[src/rtl/clkdiv_pkg.sv]
// Shared state encoding, default widths and the falling-boundary helper for clkdiv_ctrl.
package clkdiv_pkg;

  localparam int CNT_W_DEF = 26;

  typedef logic [1:0] state_t;

  localparam state_t HALT      = 2'd0;
  localparam state_t RUN       = 2'd1;
  localparam state_t PEND      = 2'd2;
  localparam state_t STOP_WAIT = 2'd3;

  // Terminal count while the output is high: divided_clk is about to fall.
  function automatic logic falling_boundary(input logic tc, input logic dclk);
    return tc & dclk;
  endfunction

endpackage

[src/rtl/clkdiv_core.sv]
// Divider datapath: up-counter, terminal-count compare, output toggle and tick pulse.
module clkdiv_core
  import clkdiv_pkg::*;
#(
  parameter int CNT_W = CNT_W_DEF
) (
  input  logic             clk,
  input  logic             rst,
  input  logic             load_zero,
  input  logic             hold,
  input  logic [CNT_W-1:0] div,
  output logic             divided_clk,
  output logic             tick,
  output logic             terminal
);

  logic [CNT_W-1:0] cnt_r;

  assign terminal = (cnt_r == div);

  // Counter advance, toggle on terminal count, park at zero/low while held.
  always_ff @(posedge clk) begin
    if (rst || hold) begin
      cnt_r       <= {CNT_W{1'b0}};
      divided_clk <= 1'b0;
      tick        <= 1'b0;
    end else if (terminal) begin
      cnt_r       <= {CNT_W{1'b0}};
      divided_clk <= ~divided_clk;
      tick        <= 1'b1;
    end else if (load_zero) begin
      cnt_r       <= {CNT_W{1'b0}};
      tick        <= 1'b0;
    end else begin
      cnt_r       <= cnt_r + {{(CNT_W-1){1'b0}}, 1'b1};
      tick        <= 1'b0;
    end
  end

endmodule

[src/rtl/clkdiv_ctrl.sv]
// Runtime-reconfigurable clock divider controller; new divisors and stops take effect only
// at falling boundaries. Optional minimum-divisor check: define CLKDIV_MIN_CHECK_EN.
module clkdiv_ctrl
  import clkdiv_pkg::*;
#(
  parameter int               CNT_W       = CNT_W_DEF,
  parameter logic [CNT_W-1:0] DEFAULT_DIV = {CNT_W{1'b0}}
`ifdef CLKDIV_MIN_CHECK_EN
  ,
  parameter logic [CNT_W-1:0] MIN_DIV     = {CNT_W{1'b0}}
`endif
) (
  input  logic             clk,
  input  logic             rst,
  input  logic             run_en,
  input  logic             cfg_valid,
  input  logic [CNT_W-1:0] cfg_div,
  output logic             cfg_ready,
  output logic             divided_clk,
  output logic             tick,
  output logic [CNT_W-1:0] active_div,
  output logic             busy
`ifdef CLKDIV_MIN_CHECK_EN
  ,
  output logic             cfg_err
`endif
);

  state_t           state_r;
  state_t           state_nx_s;
  logic [CNT_W-1:0] pend_div_r;
  logic             term_s;
  logic             fb_s;
  logic             accept_s;
  logic             bad_s;
  logic             hold_s;
  logic             load_zero_s;
  logic             take_s;
  logic             latch_s;
  logic             apply_s;

  assign fb_s     = falling_boundary(term_s, divided_clk);
  assign accept_s = cfg_valid && cfg_ready;

`ifdef CLKDIV_MIN_CHECK_EN
  logic cfg_err_r;
  assign bad_s   = (cfg_div < MIN_DIV);
  assign cfg_err = cfg_err_r;

  // A rejected handshake still consumes ready; flag it for one cycle.
  always_ff @(posedge clk) begin
    if (rst) begin
      cfg_err_r <= 1'b0;
    end else begin
      cfg_err_r <= accept_s && bad_s;
    end
  end
`else
  assign bad_s = 1'b0;
`endif

  // Next state and datapath strobes.
  always_comb begin
    state_nx_s  = state_r;
    hold_s      = 1'b0;
    load_zero_s = 1'b0;
    take_s      = 1'b0;
    latch_s     = 1'b0;
    apply_s     = 1'b0;
    case (state_r)
      HALT: begin
        hold_s = 1'b1;
        if (accept_s) begin
          take_s     = !bad_s;
          state_nx_s = HALT;
        end else if (run_en) begin
          state_nx_s = RUN;
        end else begin
          state_nx_s = HALT;
        end
      end
      RUN: begin
        if (accept_s) begin
          latch_s    = !bad_s;
          state_nx_s = bad_s ? RUN : PEND;
        end else if (!run_en) begin
          state_nx_s = STOP_WAIT;
        end else begin
          state_nx_s = RUN;
        end
      end
      PEND: begin
        if (fb_s) begin
          apply_s     = 1'b1;
          load_zero_s = 1'b1;
          state_nx_s  = run_en ? RUN : HALT;
        end else begin
          state_nx_s  = PEND;
        end
      end
      STOP_WAIT: begin
        // A returning run_en keeps the divider going, even on the boundary cycle itself.
        if (run_en) begin
          state_nx_s = RUN;
        end else if (fb_s) begin
          state_nx_s = HALT;
        end else begin
          state_nx_s = STOP_WAIT;
        end
      end
      default: begin
        hold_s     = 1'b1;
        state_nx_s = HALT;
      end
    endcase
  end

  // State, status flags and configuration registers.
  always_ff @(posedge clk) begin
    if (rst) begin
      state_r    <= HALT;
      cfg_ready  <= 1'b1;
      busy       <= 1'b0;
      active_div <= DEFAULT_DIV;
      pend_div_r <= {CNT_W{1'b0}};
    end else begin
      state_r    <= state_nx_s;
      cfg_ready  <= (state_nx_s == HALT) || (state_nx_s == RUN);
      busy       <= (state_nx_s == PEND) || (state_nx_s == STOP_WAIT);
      if (take_s) begin
        active_div <= cfg_div;
      end else if (apply_s) begin
        active_div <= pend_div_r;
      end else begin
        active_div <= active_div;
      end
      if (latch_s) begin
        pend_div_r <= cfg_div;
      end else begin
        pend_div_r <= pend_div_r;
      end
    end
  end

  clkdiv_core #(
    .CNT_W (CNT_W)
  ) u_core (
    .clk         (clk),
    .rst         (rst),
    .load_zero   (load_zero_s),
    .hold        (hold_s),
    .div         (active_div),
    .divided_clk (divided_clk),
    .tick        (tick),
    .terminal    (term_s)
  );

endmodule

[config.mk]
export PLATFORM = sky130hd
export DESIGN_NAME = clkdiv_ctrl
export DESIGN_NICKNAME = d
export VERILOG_FILES = /design/src/rtl/clkdiv_pkg.sv /design/src/rtl/clkdiv_core.sv /design/src/rtl/clkdiv_ctrl.sv
export SDC_FILE = /design/constraint.sdc
export NUM_CORES = 1
export LEC_CHECK = 0
export BUFFER_PORTS_ARGS = -buffer_cell sky130_fd_sc_hd__buf_2
export CAP_MARGIN = 20
export CORE_MARGIN = 10
export CORE_UTILIZATION = 57
export DETAILED_ROUTE_END_ITERATION = 7
export PLACE_DENSITY = 0.85
export SLEW_MARGIN = 20
export SYNTH_ARGS = -nofsm -noshare
export SYNTH_HDL_FRONTEND = slang
export SYNTH_SLANG_ARGS = --single-unit
[constraint.sdc]
create_clock -name clk -period 2.2 [get_ports clk]
set_input_delay 0.44 -clock clk [delete_from_list [all_inputs] [get_ports clk]]
set_output_delay 0.44 -clock clk [all_outputs]
set_load 0.01 [all_outputs]
# After elaboration in Yosys (flattened, before gate mapping)
# Cells that the tools add are included.
# word_totals
ff_bits	84
input_bits	30
output_inout_bits	30
elab_cells	43
# op_classes
n_addsub	1
n_eq_ne	7
n_mux	17
n_bitwise	2
reduce_logical	8
# ops
cell	n
26-bit 2-to-1 mux	2
26-bit by 1-bit adder with 26-bit output (second input constant)	1
26-bit == test	1
2-bit 2-to-1 mux	5
1-bit 2-to-1 mux	9
2-bit == test (second input constant)	4
2-bit case mux with 4 select lines	1
2-bit by 1-bit == test with 1-bit output (second input constant)	2
2-bit zero test	2
1-bit logical OR	3
3-bit OR reduction	1
2-bit nonzero test	1
1-bit AND	1
1-bit logical AND	1
1-bit inverter	1

# Longest topological paths before layout
# logic_depth
word_depth	7
ltp_mapped	9

# Modules after synthesis
# A second synthesis with hierarchy kept.
# hier_totals
hier_cells	444
hier_area_um2	3921.3
# modules_own_cells
mod	n_inst	cells_each	area_each_um2
clkdiv_ctrl	1	279	2439.8
clkdiv_core	1	165	1481.4

# Worst setup path after synthesis
# Ideal clock, no wire load.
# synth_path
kind	flip-flop to flip-flop
startpoint	register active_div[3]
endpoint	register active_div[18]
setup_time_ns	0.142
arrival_ns	1.662
required_ns	2.058
setup_slack_ns	0.395
path_stages_with_launch	8
synth_period_minus_slack_ns	1.805
path_cell_list	dfxtp_1 -> xor2_1 -> nor4_2 -> clkbuf_1 -> nand4_2 -> clkbuf_1 -> o21ai_0 -> a311oi_1
# synth_via
elab_chain_cells	5
# synth_lines
element	line_no	source
start, declared	clkdiv_ctrl.sv:21	output logic [CNT_W-1:0] active_div,
start signal, assigned	clkdiv_ctrl.sv:131	active_div <= cfg_div;
start signal, assigned	clkdiv_ctrl.sv:133	active_div <= pend_div_r;
start signal, assigned	clkdiv_ctrl.sv:135	active_div <= active_div;
26-bit == test	clkdiv_core.sv:19	assign terminal = (cnt_r == div);
1-bit AND	clkdiv_pkg.sv:15	return tc & dclk;
1-bit 2-to-1 mux	clkdiv_ctrl.sv:93	if (fb_s) begin
1-bit 2-to-1 mux	clkdiv_ctrl.sv:70	case (state_r)
2-bit nonzero test (no source line)	--	
# Every way passes these cells.
# A chain may end at the register's enable or synchronous reset.

# Worst setup path after layout
# layout_path
startpoint	register u_core.cnt_r[14]
endpoint	register active_div[19]
# layout_via
elab_chain_cells	5
# layout_lines
element	line_no	source
start, declared	clkdiv_core.sv:17	logic [CNT_W-1:0] cnt_r;
start signal, assigned	clkdiv_core.sv:24	cnt_r <= {CNT_W{1'b0}};
start signal, assigned	clkdiv_core.sv:28	cnt_r <= {CNT_W{1'b0}};
start signal, assigned	clkdiv_core.sv:32	cnt_r <= {CNT_W{1'b0}};
26-bit == test	clkdiv_core.sv:19	
1-bit AND	clkdiv_pkg.sv:15	
1-bit 2-to-1 mux	clkdiv_ctrl.sv:93	
1-bit 2-to-1 mux	clkdiv_ctrl.sv:70	
2-bit nonzero test (no source line)	--	
# Every way passes these cells.

==> impl_metrics.env <==
export IMPL_run_status="finished clean"
export IMPL_finalSetupViolCount=0
export IMPL_end_kind="register"
export IMPL_maxCapViolations=0
export IMPL_area_growth_pct=13.49
export IMPL_clkLatencyLatePin_ns=0.37
export IMPL_dp_final_hpwl_mm=7.630
export IMPL_p_leak_nw=1.783
export IMPL_synth_edff_count=0
export IMPL_drc=0
export IMPL_grt_pass1_vias=3495
export IMPL_n_antenna_cell=0
export IMPL_postRouteAntennaNets=0
export IMPL_ys_seq_elements=84
export IMPL_finClkSkew_ns=0.008306
export IMPL_hold_slack_ns=0.3103
export IMPL_clk_pin_slew_ns=0.09
export IMPL_numCtsBuffers=9
export IMPL_synth_cell_types=33
export IMPL_async_flop_share_pct=0
export IMPL_dr_first_iter_drc_count=407
export IMPL_globalplace_congestion=0.9197
export IMPL_firstDrtPassIters=7
export IMPL_finalSetupTns_ns=0
export IMPL_hold_violations=0
export IMPL_cts_setup_buffers=0
export IMPL_cts_max_level=3
export IMPL_antenna_found_initial=0
export IMPL_worstPathMaxFanout=18
export IMPL_place_area_sq_um=4389
export IMPL_critPathRequiredTime_ns=2.48
export IMPL_slew_headroom_pct=62.42
export IMPL_finalMaxSlewViolations=0
export IMPL_fmax_ghz=0.4983
export IMPL_grt_max_degree=53
export IMPL_num_rows=30
export IMPL_post_drt_wl_per_cell_microns=17.21
export IMPL_cts_hold_buf=0
export IMPL_num_vias=3730
export IMPL_io_pins=60
export IMPL_die_y_microns=103.9
export IMPL_ys_flop_type="dfxtp_1"
export IMPL_hp_class="input port to register"
export IMPL_die_w_microns=103.9
export IMPL_clk_path_buf_depth=2
export IMPL_vias_per_cell=5.883
export IMPL_nets=565
export IMPL_dieArea_sq_um=10800
export IMPL_grt_total_usage_pct=19.81
export IMPL_clk_root_buffer_cell="clkbuf_8"
export IMPL_drt_wl_total_mm=10.91
export IMPL_clock_sinks=84
export IMPL_tightest_slew_ns=0.5590
export IMPL_yosys_warnings=0
export IMPL_rsz0062_at_grt="no"
export IMPL_synth_seq_area_share_pct=41.88
export IMPL_syn_cell_area_sq_um=4015
export IMPL_period_share_pct=91.22
export IMPL_grt_pass1_wl_mm=17.74
export IMPL_port_buffers=59
export IMPL_worst_ir_drop_vdd_uv=517.7
export IMPL_critPathLaunchType="register"
export IMPL_syn_nets=514
export IMPL_path_class="register to register"
export IMPL_critical_path_arrival_ns=2.28
export IMPL_drive_above_1_share_pct=18.59
export IMPL_syn_inst=483
export IMPL_power_density_nw_per_um2=732.4
export IMPL_cts_tree="done"
export IMPL_fin_area_sq_um=4557
export IMPL_avgSynthCellArea_sq_um=8.313
export IMPL_post_route_min_period_ns=2.007
export IMPL_initial_core_util_pct=58.77
export IMPL_core_area_sq_um=6832
export IMPL_grt_overflow_total=0
==> where the power goes <==
part / total [mW] / internal [mW] / switching (mW)
registers: 1.70 / 1.61 / 0.0922
logic: 0.657 / 0.250 / 0.407
clock network: 0.983 / 0.407 / 0.575
==> logic make-up (layout without fill, tap and decap cells) <==
kind of cell	Yosys count	after routing	synth area share, %
AOI/OAI and AO/OA	108	108	16.39
xor gates and xnor gates	50	50	10.91
adders and majority gates	1	1	0.3116
buffers and inverters	42	97	5.578
DFF	84	84	41.88
and+or+nand+nor	198	198	24.93
==> through the flow <==
stage | worst slack [ns] | cells | power, mW | utilization (%)
6_report | 0.1931 | 634 | 3.337 | 66.70
5_1_grt | 0.04619 | 634 | 3.484 | 66.70
4_1_cts | 0.1028 | 634 | 3.334 | 66.69
3_5_place_dp | 0.1721 | 619 | 2.376 | 64.25
3_3_place_gp | 0.2729 | 619 | 2.357 | 64.25
2_1_floorplan | 0.3955 | 483 | 2.122 | -
==> state kept, by name, summed over array words and instances (netlist names) <==
register and flops:
active_div 26, pend_div_r 26, u_core.cnt_r 26, state_r 2, busy 1, cfg_ready 1
u_core.divided_clk 1, u_core.tick 1
==> timing repair <==
item / CTS / global route
endpoints found under the hold margin: 0 / 0
endpoints found under the setup margin: 0 / 31
gates resized for setup: 0 / 1
==> cell usage after synthesis (all sizes together) (2+ instances only) <==
library cell	number	area, sq um
a31oi	19	118.9
nor2	61	229.0
dfxtp	84	1682
nor3	2	10.01
nor4	8	81.33
xor2	45	394.1
xnor2	5	43.79
inv	4	15.01
or3	2	12.51
and3	3	18.77
buf	14	118.9
clkbuf	24	90.09
and4	21	183.9
o21a	2	15.01
nand2	65	244.0
a311oi	8	70.07
a211oi	19	142.6
a21oi	27	135.1
nand4	20	131.4
a21o	2	15.01
nand3	11	55.05
o21ai	29	145.1
and2	3	18.77
==> layout by cell type (no fill, tap or decap), types with 4 or more instances in the layout <==
cell type	count
and4_1	21
nand2_1	65
o21ai_0	28
a211oi_1	19
a31oi_1	19
dfxtp_1	84
nor2_1	61
nor4_2	5
clkbuf_8	9
xor2_1	45
clkinvlp_4	4
nand4_1	19
a21oi_1	27
xnor2_1	5
inv_1	4
buf_2	59
nand3_1	11
a311oi_1	8
buf_4	17
==> metal layers <==
metal | up-vias | track usage (%) | share of wire (%)
li1 | 1800 | - | -
met1 | 1740 | 24.22 | 42
met2 | 169 | 31.58 | 48
met3 | 21 | 7.001 | 7.9
met4 | 0 | 6.660 | 1.8
met5 | - | 0 | 0
==> worst max-delay path, cell delays in order (launching register included) <==
cell	delay [ns]
dfxtp_1	0.48
xor2_1	0.15
nor4_2	0.43
and2_1	0.22
buf_4	0.25
a31oi_1	0.12
a211oi_1	0.27
==> cell type report <==
class / instances / area (sq um)
clock buffers: 10 / 127.6
clock inverters: 5 / 38.79
fillers: 580 / 2275
inverters: 4 / 15.01
multi-input cells: 357 / 2111
flip-flops and latches: 84 / 1682
well taps: 96 / 120.1
repair buffers: 78 / 462.9
==> worst paths after layout <==
path               startpoint             end  slack (ns)  cells past startpoint
max          u_core.cnt_r[14]  active_div[19]        0.19                      6
min               cfg_div[13]  pend_div_r[13]        0.31                      3
max reg2reg  u_core.cnt_r[14]  active_div[19]        0.19                      6
min reg2reg     pend_div_r[1]   pend_div_r[1]        0.46                      2
Note: power is estimated with default switching activity, not from simulation.
